===== config.mk =====
export PLATFORM = sky130hd
export DESIGN_NAME = seq_restoring_divider
export DESIGN_NICKNAME = d
export VERILOG_FILES = /design/src/rtl/seq_restoring_divider_pkg.sv /design/src/rtl/seq_restoring_divider_div_step.sv /design/src/rtl/seq_restoring_divider.sv
export SDC_FILE = /design/constraint.sdc
export NUM_CORES = 1
export LEC_CHECK = 0
export ABC_AREA = 0
export CORE_UTILIZATION = 50
export DETAILED_ROUTE_END_ITERATION = 12
export GPL_TIMING_DRIVEN = 0
export PLACE_DENSITY = 0.86
export SETUP_SLACK_MARGIN = 0.2
export SLEW_MARGIN = 10
export SYNTH_ARGS = -nofsm -noshare
export SYNTH_HDL_FRONTEND = slang
export SYNTH_SLANG_ARGS = --single-unit

===== constraint.sdc =====
create_clock -name clk -period 3.1 [get_ports clk]
set_input_delay 0.465 -clock clk [delete_from_list [all_inputs] [get_ports clk]]
set_output_delay 0.465 -clock clk [all_outputs]
set_load 0.01 [all_outputs]

===== src/rtl/seq_restoring_divider_pkg.sv =====
// Shared definitions for the sequential restoring divider: FSM state encodings and default width.
package seq_restoring_divider_pkg;

  localparam int W_DEFAULT = 4;

  typedef enum logic [1:0] {
    S_IDLE = 2'd0,
    S_CALC = 2'd1,
    S_DONE = 2'd2
  } state_t;

endpackage


===== src/rtl/seq_restoring_divider_div_step.sv =====
// One restoring-division step: shift in a dividend bit, subtract divisor when it fits.
module div_step #(
  parameter int W = 4
) (
  input  logic [W-1:0] r_in,
  input  logic         n_bit,
  input  logic [W-1:0] divisor,
  output logic [W-1:0] r_out,
  output logic         q_bit
);

  logic [W:0] shifted;

  // The remainder stays below the divisor, so W bits hold it after each step;
  // with divisor 0 the shifted value simply loses its top bit on the next shift.
  always_comb begin
    shifted = {r_in, n_bit};
    if (shifted >= {1'b0, divisor}) begin
      r_out = W'(shifted - {1'b0, divisor});
      q_bit = 1'b1;
    end else begin
      r_out = shifted[W-1:0];
      q_bit = 1'b0;
    end
  end

endmodule


===== src/rtl/seq_restoring_divider.sv =====
// Sequential restoring divider, one quotient bit per clock, valid/ready on both sides.
// Optional DIV_BY_ZERO_EN adds the dbz port and a single-cycle divide-by-zero shortcut.
module seq_restoring_divider
  import seq_restoring_divider_pkg::*;
#(
  parameter int W = W_DEFAULT
) (
  input  logic           clk,
  input  logic           rst,
  input  logic           in_valid,
  output logic           in_ready,
  input  logic [2*W-1:0] dividend,
  input  logic [W-1:0]   divisor,
  output logic           out_valid,
  input  logic           out_ready,
  output logic [2*W-1:0] quotient,
  output logic [W-1:0]   remainder
`ifdef DIV_BY_ZERO_EN
  ,
  output logic           dbz
`endif
);

  localparam int CW = $clog2(2*W);
  localparam logic [CW-1:0] COUNT_TOP = CW'(2*W-1);

  state_t         state, state_next;
  logic [2*W-1:0] n_q;
  logic [W-1:0]   d_q;
  logic [W-1:0]   r_q;
  logic [CW-1:0]  count_q;
  logic [W-1:0]   r_step;
  logic           q_bit;
  logic           accept;
  logic           zero_skip;

`ifdef DIV_BY_ZERO_EN
  assign zero_skip = (divisor == '0);
`else
  assign zero_skip = 1'b0;
`endif

  div_step #(.W(W)) u_step (
    .r_in    (r_q),
    .n_bit   (n_q[count_q]),
    .divisor (d_q),
    .r_out   (r_step),
    .q_bit   (q_bit)
  );

  always_ff @(posedge clk or posedge rst) begin
    if (rst) state <= S_IDLE;
    else     state <= state_next;
  end

  always_comb begin
    // NOTE: every output gets a default first so no path through the case infers a latch.
    state_next = state;
    in_ready   = 1'b0;
    out_valid  = 1'b0;
    accept     = 1'b0;
    case (state)
      S_IDLE: begin
        in_ready = 1'b1;
        if (in_valid) begin
          accept     = 1'b1;
          state_next = zero_skip ? S_DONE : S_CALC;
        end
      end
      S_CALC: if (count_q == '0) state_next = S_DONE;
      S_DONE: begin
        out_valid = 1'b1;
        if (out_ready) state_next = S_IDLE;
      end
      default: state_next = S_IDLE;
    endcase
  end

  // NOTE: non-blocking assignments keep register updates independent of statement order.
  always_ff @(posedge clk or posedge rst) begin
    if (rst) begin
      n_q      <= '0;
      d_q      <= '0;
      r_q      <= '0;
      count_q  <= '0;
      quotient <= '0;
`ifdef DIV_BY_ZERO_EN
      dbz      <= 1'b0;
`endif
    end else if (accept) begin
      n_q      <= dividend;
      d_q      <= divisor;
      r_q      <= '0;
      count_q  <= COUNT_TOP;
      quotient <= zero_skip ? '1 : '0;
`ifdef DIV_BY_ZERO_EN
      dbz      <= zero_skip;
`endif
    end else if (state == S_CALC) begin
      r_q               <= r_step;
      quotient[count_q] <= q_bit;
      count_q           <= count_q - 1'b1;
    end
  end

  assign remainder = r_q;

endmodule

==> results.txt, run 1 <==
----------------------------------------------------
[Timing]
  Clock skew after layout ... around 0.012 ns
  Slew margin rel. ... around 29%
  RSZ-0062 raised after global routing ... false
  Share of the clock period used by the worst path after layout ... 79.5%
  Transition time at the pin with the least slew margin ... around 1.1 ns
  Final hold violation count ... 0
  Slew Viols, Final ... 0
  Tmin final ... 2.47 ns
  FMAX ... 0.406 GHz
  Count of final setup violators ... 0
  Accumulated negative setup slack ... 0 ns

[Global route]
  Antenna violations before repair ... 0
  Wire length of the first global-routing pass ... 5040 um
  Pin count of the biggest net entering global routing ... 30
  Global-route usage over all layers ... between 20% and 30%
  Number of global-route vias before repair ... 1139
  Congestion Overflow GR ... 0

[Logic synthesis]
  Most used standard cell by instance count after synthesis ... sky130_fd_sc_hd__dfrtp_1
  Ys async rst share ... 100%
  Number of distinct standard cells referenced by the synthesized netlist ... 37
  Warning count from the yosys run ... 0
  Most frequently used flop master after synthesis ... sky130_fd_sc_hd__dfrtp_1
  Largest cells by area after synthesis ... sky130_fd_sc_hd__dfrtp_1, sky130_fd_sc_hd__mux2_2, sky130_fd_sc_hd__ha_1
  Average cell area after synthesis ... between 10 and 15 sq um
  Synth Net Count ... 154
  Number of storage elements in the synthesis netlist ... 29
  Sequential fraction of the synthesis area ... about 49%
  Area fraction of the dominant cell type after synthesis ... 48.5%
  Most frequent cells after synthesis ... sky130_fd_sc_hd__dfrtp_1, sky130_fd_sc_hd__mux2_2, sky130_fd_sc_hd__nand3_1
  Synthesized instance count ... 131
  Synth Cell Area ... 1500 sq um
  Most area-hungry cell type in the Yosys netlist ... sky130_fd_sc_hd__dfrtp_1
  EDFF count, synth ... 0

[Worst setup path]
  Setup CP Type ... reg -> reg
  R2R Setup Slk ... around 0.63 ns
  Worst Reg2Reg Path Length in Cells ... 9
  Critical Path AT ... between 2 and 3 ns
  Required time at the worst-slack endpoint ... 3.33 ns
  Cell with the largest stage delay on the worst path ... sky130_fd_sc_hd__mux4_2
  Crit end category ... flop
  Most frequent cell on the critical path ... sky130_fd_sc_hd__o21ai_0
  Worst path max stage delay ... 0.52 ns
  Worst path cell trace ... buf_6 -> mux4_2 -> mux2i_4 -> ha_1 -> inv_1 -> o21ai_0 -> a211o_1 -> mux2_2 -> o21ai_0
  Maximum fanout encountered on the critical timing path ... 7
  Endpoint of the worst-slack reg-to-reg timing path ... remainder[1]$_DFFE_PP0P_
  Critical Path Start Type ... flop
  Startpoint of the worst-slack reg-to-reg timing path ... count_q[0]$_DFFE_PP0P_

[Clock tree]
  Clock-pin slew on the worst setup and hold paths ... about 0.1 ns
  Number of sinks driven by the clock tree ... 29
  Number of buffers inserted by post-CTS setup repair ... 0
  Hold buffer count at CTS ... 0
  Deepest level of the CTS H-tree ... 2
  Buffer cell driving the clock tree root ... sky130_fd_sc_hd__clkbuf_4
  TritonCTS clock tree ... yes
  Source-to-sink clock delay at the later pin of the worst-skew pair ... 0.32 ns
  Post-cts repair resize count ... 0
  Clock buffers created by TritonCTS ... 5
  Maximum buffer depth of the clock tree ... 2

[Min path]
  Worst hold path type ... reg -> reg
  End point of the worst hold path ... quotient[2]$_DFFE_PP0P_
  Worst hold path depth ... 2
  Hold wc startpoint ... quotient[2]$_DFFE_PP0P_

[Power and ir drop]
  Clock group share of total power ... 9.7%
  Power density normalized to cell area ... 1170 nW/um^2
  Leakage power ... ~0.83 nW
  Sequential group share of total power ... 30.8%
  Worst-case vdd ir drop ... around 570 uV
  Power spent charging and discharging nets ... 0.000862 W
  Fraction of power consumed by combinational cells ... 59.5%
  Sw frac ... 39.4%
  Cell-internal power ... roughly 0.0013 W

[Placed design]
  Post-Place Cell Area ... 1820 sq um
  Post-detail-place hpwl ... 2170 um
  Count of buffers from port buffering ... 29
  Gpl congestion ... 0.808

[Flow run]
  Max-capacitance violation count ... 0

[Finish]
  Nets@finish ... 190
  Utilization after layout ... between 60% and 70%
  Antenna diode instance count ... 0
  Multi-input logic area ... 689 sq um
  Sequential cell area ... 726 sq um
  Fill count ... 239
  Fraction of final layout cells sized beyond drive strength 1 ... 17.9%
  Design area ... 1880 sq um
  Synthesis-to-finish area growth ... 25.4%

[Drt]
  Routed wirelength normalized by instance count ... about 14 um
  Detailed-route DRC error count ... 4
  Antenna Nets Post-Route ... 0
  Pre-antenna DRT Iters ... 8
  Detail-routed via count per cell ... roughly 5.7
  DRC marker count from the first detailed-route iteration ... 25
  Vias ... about 1100
  Final WL ... ~2800 um

[Floorplan]
  Core region area ... around 2800 sq um
  Initial core utilization ... 53.3%
  Die width ... 56.7 um
  Placement Rows ... 19
  Number of ports placed on the die boundary ... 30
  Die Area ... roughly 3200 sq um
  Die height ... 56.7 um

[Run status]
  Violated checks ... design-rule violations
  Run status ... finished, violations left

----------------------------------------------------
## flip-flops by register name, summed over array words and instances, names as in the netlist
signal,count
n_q,8
quotient,8
d_q,4
remainder,4
count_q,3
state,2
## final cells by class
cell class	count	share of cell area [%]
Sequential cell	29	38.7
Clock inverter	2	0.534
Multi-Input combinational cell	86	36.8
Timing Repair Buffer	29	15.5
Clock buffer	6	2.20
Tap cell	31	2.07
Buffer	7	2.47
Inverter	9	1.80
## how the worst max path moves through the flow
| stage | start | end |
|---|---|---|
| floorplan | count_q[0]$_DFFE_PP0P_ | remainder[1]$_DFFE_PP0P_ |
| global placement | count_q[0]$_DFFE_PP0P_ | remainder[1]$_DFFE_PP0P_ |
| detailed placement | count_q[0]$_DFFE_PP0P_ | remainder[1]$_DFFE_PP0P_ |
| CTS | count_q[0]$_DFFE_PP0P_ | remainder[1]$_DFFE_PP0P_ |
| global route | count_q[0]$_DFFE_PP0P_ | remainder[1]$_DFFE_PP0P_ |
| finish | count_q[0]$_DFFE_PP0P_ | remainder[1]$_DFFE_PP0P_ |
## placed cells by master, fill, tap and decap left out, types with 2 or more instances in the layout
cell type / Yosys / final
sky130_fd_sc_hd__inv_1: 9 / 9
sky130_fd_sc_hd__clkbuf_4: 0 / 5
sky130_fd_sc_hd__a21oi_1: 2 / 2
sky130_fd_sc_hd__nand2_1: 8 / 8
sky130_fd_sc_hd__nor2_1: 5 / 5
sky130_fd_sc_hd__mux2i_1: 3 / 3
sky130_fd_sc_hd__clkbuf_1: 3 / 4
sky130_fd_sc_hd__o311ai_0: 2 / 2
sky130_fd_sc_hd__o21ai_0: 10 / 10
sky130_fd_sc_hd__clkdlybuf4s50_1: 0 / 29
sky130_fd_sc_hd__nor4_1: 2 / 2
sky130_fd_sc_hd__o41ai_1: 2 / 2
sky130_fd_sc_hd__clkinv_2: 0 / 2
sky130_fd_sc_hd__nand3_1: 11 / 11
sky130_fd_sc_hd__mux4_2: 2 / 2
sky130_fd_sc_hd__mux2_2: 13 / 13
sky130_fd_sc_hd__dfrtp_1: 29 / 29
sky130_fd_sc_hd__nand2b_1: 2 / 2
sky130_fd_sc_hd__buf_6: 2 / 2
sky130_fd_sc_hd__ha_1: 6 / 6
## metrics by stage
stage                     total power [W]  worst slack (ns)  hold slack [ns]  std cells
after CTS                         0.00221             0.629            0.508        199
after detailed placement          0.00199             0.652            0.489        191
final                             0.00219             0.634            0.508        199
after global routing              0.00238             0.527            0.538        199
after global placement            0.00192             0.740            0.480        191
after floorplan                   0.00163             0.880            0.474        131
## cells by family after synthesis
logic type / synth area share [%]
AOI/OAI and AO/OA: 8.62
xor gates and xnor gates: 1.17
adders and majority gates: 6.36
buffers and inverters: 5.36
DFF: 48.5
muxes: 17.3
and+or+nand+nor: 12.6
## power by group through the flow
stage	clock, W	sequential [W]	combinational, W
after global routing	0.000234	0.000700	0.00145
after floorplan	0	0.000677	0.000952
final	0.000212	0.000674	0.00130
after CTS	0.000219	0.000676	0.00131
after detailed placement	0	0.000683	0.00130
after global placement	0	0.000665	0.00126
## worst max-delay path, delay by kind of cell, from the launching register on
family / cells / cell delay [ns]
AOI/OAI and AO/OA: 3 / 0.56
adders and majority gates: 1 / 0.22
buffers and inverters: 2 / 0.18
DFF: 1 / 0.37
muxes: 3 / 1.04
## layer usage
| metal | wire (um) | global-route usage [%] | share of wire [%] |
|---|---|---|---|
| met2 | 1470 | 35.7 | 52 |
| met5 | 0 | 0 | 0 |
| met1 | 1190 | 24.8 | 42 |
| met4 | 41 | 8.93 | 1.4 |
| met3 | 129 | 5.07 | 4.6 |
No activity file was read; power rests on OpenSTA's default activity.
==> run 2: changes to the inputs <==
Clock period 3.1 ns to 2.59 ns, I/O delays scaled along.
==> run 2 against run 1 <==
Die area unchanged. Via count increased by 0.62%. Non-clock buffer count grew 3. First-iteration DRC count up 32%. Design area grew 2.5%. Critical endpoint is now remainder[0]$_DFFE_PP0P_. Power up 28%. Clock skew fell by 0.0024 ns. Final cell count rose by 1.5%. Clock-buffer cell count stayed put. The flow still finishes with violations (design-rule violations). Hold slack gained 0.0039 ns.
==> results.txt, run 2 (same netlist as run 1, synthesis figures left out) <==
----------------------------------------------------
[Run status]
  Run status ... finished, violations left
  Violated checks ... design-rule violations

[Finish]
  Synthesis-to-finish area growth ... 28.5%
  Antenna diode instance count ... 0
  Nets@finish ... around 190
  Leading cell types in the layout, fill and taps excluded ... sky130_fd_sc_hd__dfrtp_1, sky130_fd_sc_hd__clkdlybuf4s50_1, sky130_fd_sc_hd__mux2_2
  Fraction of final layout cells sized beyond drive strength 1 ... around a fifth
  Fill count ... 228
  Utilization after layout ... 68.5%
  Registers with the most flip-flops ... n_q: 8 flops, quotient: 8 flops

[Global route]
  Global-route usage over all layers ... between 20% and 30%
  Pin count of the biggest net entering global routing ... 30
  Antenna violations before repair ... 0
  Number of global-route vias before repair ... 1146
  Congestion Overflow GR ... 0
  Wire length of the first global-routing pass ... 5070 um

[Floorplan]
  Core region area ... 2810 sq um
  Placement Rows ... 19
  Number of ports placed on the die boundary ... 30
  Die Area ... 3210 sq um
  Die height ... 56.7 um
  Initial core utilization ... a little over half
  Die width ... between 50 and 60 um

[Clock tree]
  Buffer cell driving the clock tree root ... sky130_fd_sc_hd__clkbuf_4
  Clock-pin slew on the worst setup and hold paths ... 0.09 ns
  Deepest level of the CTS H-tree ... 2
  TritonCTS clock tree ... yes
  Number of sinks driven by the clock tree ... 29
  Clock buffers created by TritonCTS ... 5
  Maximum buffer depth of the clock tree ... 2
  Source-to-sink clock delay at the later pin of the worst-skew pair ... 0.32 ns

[Min path]
  Worst hold path type ... reg -> reg

[Worst setup path]
  Critical Path Start Type ... flop
  Most frequent cell on the critical path ... sky130_fd_sc_hd__o21ai_2
  Setup CP Type ... reg -> reg
  Worst path max stage delay ... 0.52 ns
  Cell with the largest stage delay on the worst path ... sky130_fd_sc_hd__mux4_2
  Worst path cell trace ... buf_6 -> mux4_2 -> mux2i_4 -> ha_4 -> o21ai_2 -> a211o_1 -> buf_4 -> mux2_4 -> o21ai_2
  Maximum fanout encountered on the critical timing path ... 3
  Crit end category ... flop
  Required time at the worst-slack endpoint ... around 2.9 ns
  CP top delay family ... multiplexers
  Number of buffer and inverter stages on the critical path ... 2
  Critical Path AT ... 2.59 ns

[Drt]
  Vias ... about 1100
  Detail-routed via count per cell ... 5.63
  Detailed-route DRC error count ... 4
  DRC marker count from the first detailed-route iteration ... 33
  Final WL ... around 2900 um
  Pre-antenna DRT Iters ... 8
  Routed wirelength normalized by instance count ... approximately 15 um
  Antenna Nets Post-Route ... 0

[Power and ir drop]
  Leakage power ... 0.849 nW
  Power density normalized to cell area ... 1460 nW/um^2
  Power after layout ... 0.00280 W
  Worst-case vdd ir drop ... 709 uV

[Timing]
  Slew margin rel. ... between 20% and 30%
  Transition time at the pin with the least slew margin ... 1.07 ns
  Count of final setup violators ... 0
  Clock skew after layout ... between 0.009 and 0.01 ns
  Tmin final ... 2.33 ns
  Smallest hold slack ... 0.512 ns
  FMAX ... 0.429 GHz
  Final hold violation count ... 0
  Share of the clock period used by the worst path after layout ... between 80% and 90%
  Accumulated negative setup slack ... 0 ns
  RSZ-0062 raised after global routing ... true
  Slew Viols, Final ... 0

[Placed design]
  Count of buffers from port buffering ... 29
  Gpl congestion ... 0.808
  Post-detail-place hpwl ... 2170 um

[Flow run]
  Max-capacitance violation count ... 0

----------------------------------------------------
run 2: cell count changes in the layout (fill, tap and decap cells not counted), sizes merged:
cell,before,now
buf,4,7
run 2: area by class of cell:
class	count	area (sq um)	share of cell area (%)
clock inverters	2	10.0	0.521
repair buffers	32	313	16.3
multi-input cells	86	713	37.1
flip-flops and latches	29	726	37.8
plain buffers	7	46.3	2.41
well taps	31	38.8	2.02
clock buffers	6	41.3	2.15
inverters	9	33.8	1.76
run 2: power by group:
part / switching (W) / internal, W
Clock: 0.000155 / 0.000103
Combinational: 0.000799 / 0.000928
Sequential: 0.000146 / 0.000666
Total: 0.00110 / 0.00170
run 2: metrics by stage:
stage | setup WS, ns | instances | cell area [sq um]
detailed placement | 0.142 | 191 | 1820
global route | 0.171 | 202 | 1920
finish | 0.260 | 202 | 1920
CTS | 0.206 | 201 | 1890
floorplan | 0.370 | 131 | 1500
global placement | 0.230 | 191 | 1820
run 2: worst min-delay path: cells and delay by family (launching register included):
family | cells | cell delay, ns
compound gates | 1 | 0.07
flops | 1 | 0.35
simple gates | 1 | 0.06
run 2: worst paths after layout:
| kind | from | cells after the start | to | slack [ns] |
|---|---|---|---|---|
| max in group asynchronous | rst | 2 | n_q[1]$_DFFE_PP0P_ | 1.32 |
| min in group asynchronous | rst | 2 | n_q[6]$_DFFE_PP0P_ | 0.63 |
| max | count_q[0]$_DFFE_PP0P_ | 9 | remainder[0]$_DFFE_PP0P_ | 0.26 |
| max reg2reg | count_q[0]$_DFFE_PP0P_ | 9 | remainder[0]$_DFFE_PP0P_ | 0.26 |
| min | quotient[6]$_DFFE_PP0P_ | 2 | quotient[6]$_DFFE_PP0P_ | 0.51 |
| min reg2reg | quotient[6]$_DFFE_PP0P_ | 2 | quotient[6]$_DFFE_PP0P_ | 0.51 |
run 2: what timing repair did:
action,in CTS,in global routing
hold endpoints to repair,0,0
gates resized for setup,3,3
setup endpoints to repair,3,6
hold buffers,0,0
pin swaps,1,2
buffers inserted,2,1
run 2: layer usage:
metal / vias up / part of all wire [%] / GRT usage, %
met1: 553 / 42 / 25.4
li1: 544 / - / -
met3: 5 / 4.9 / 5.30
met4: 0 / 1.2 / 9.29
met2: 35 / 52 / 34.9
met5: - / 0 / 0
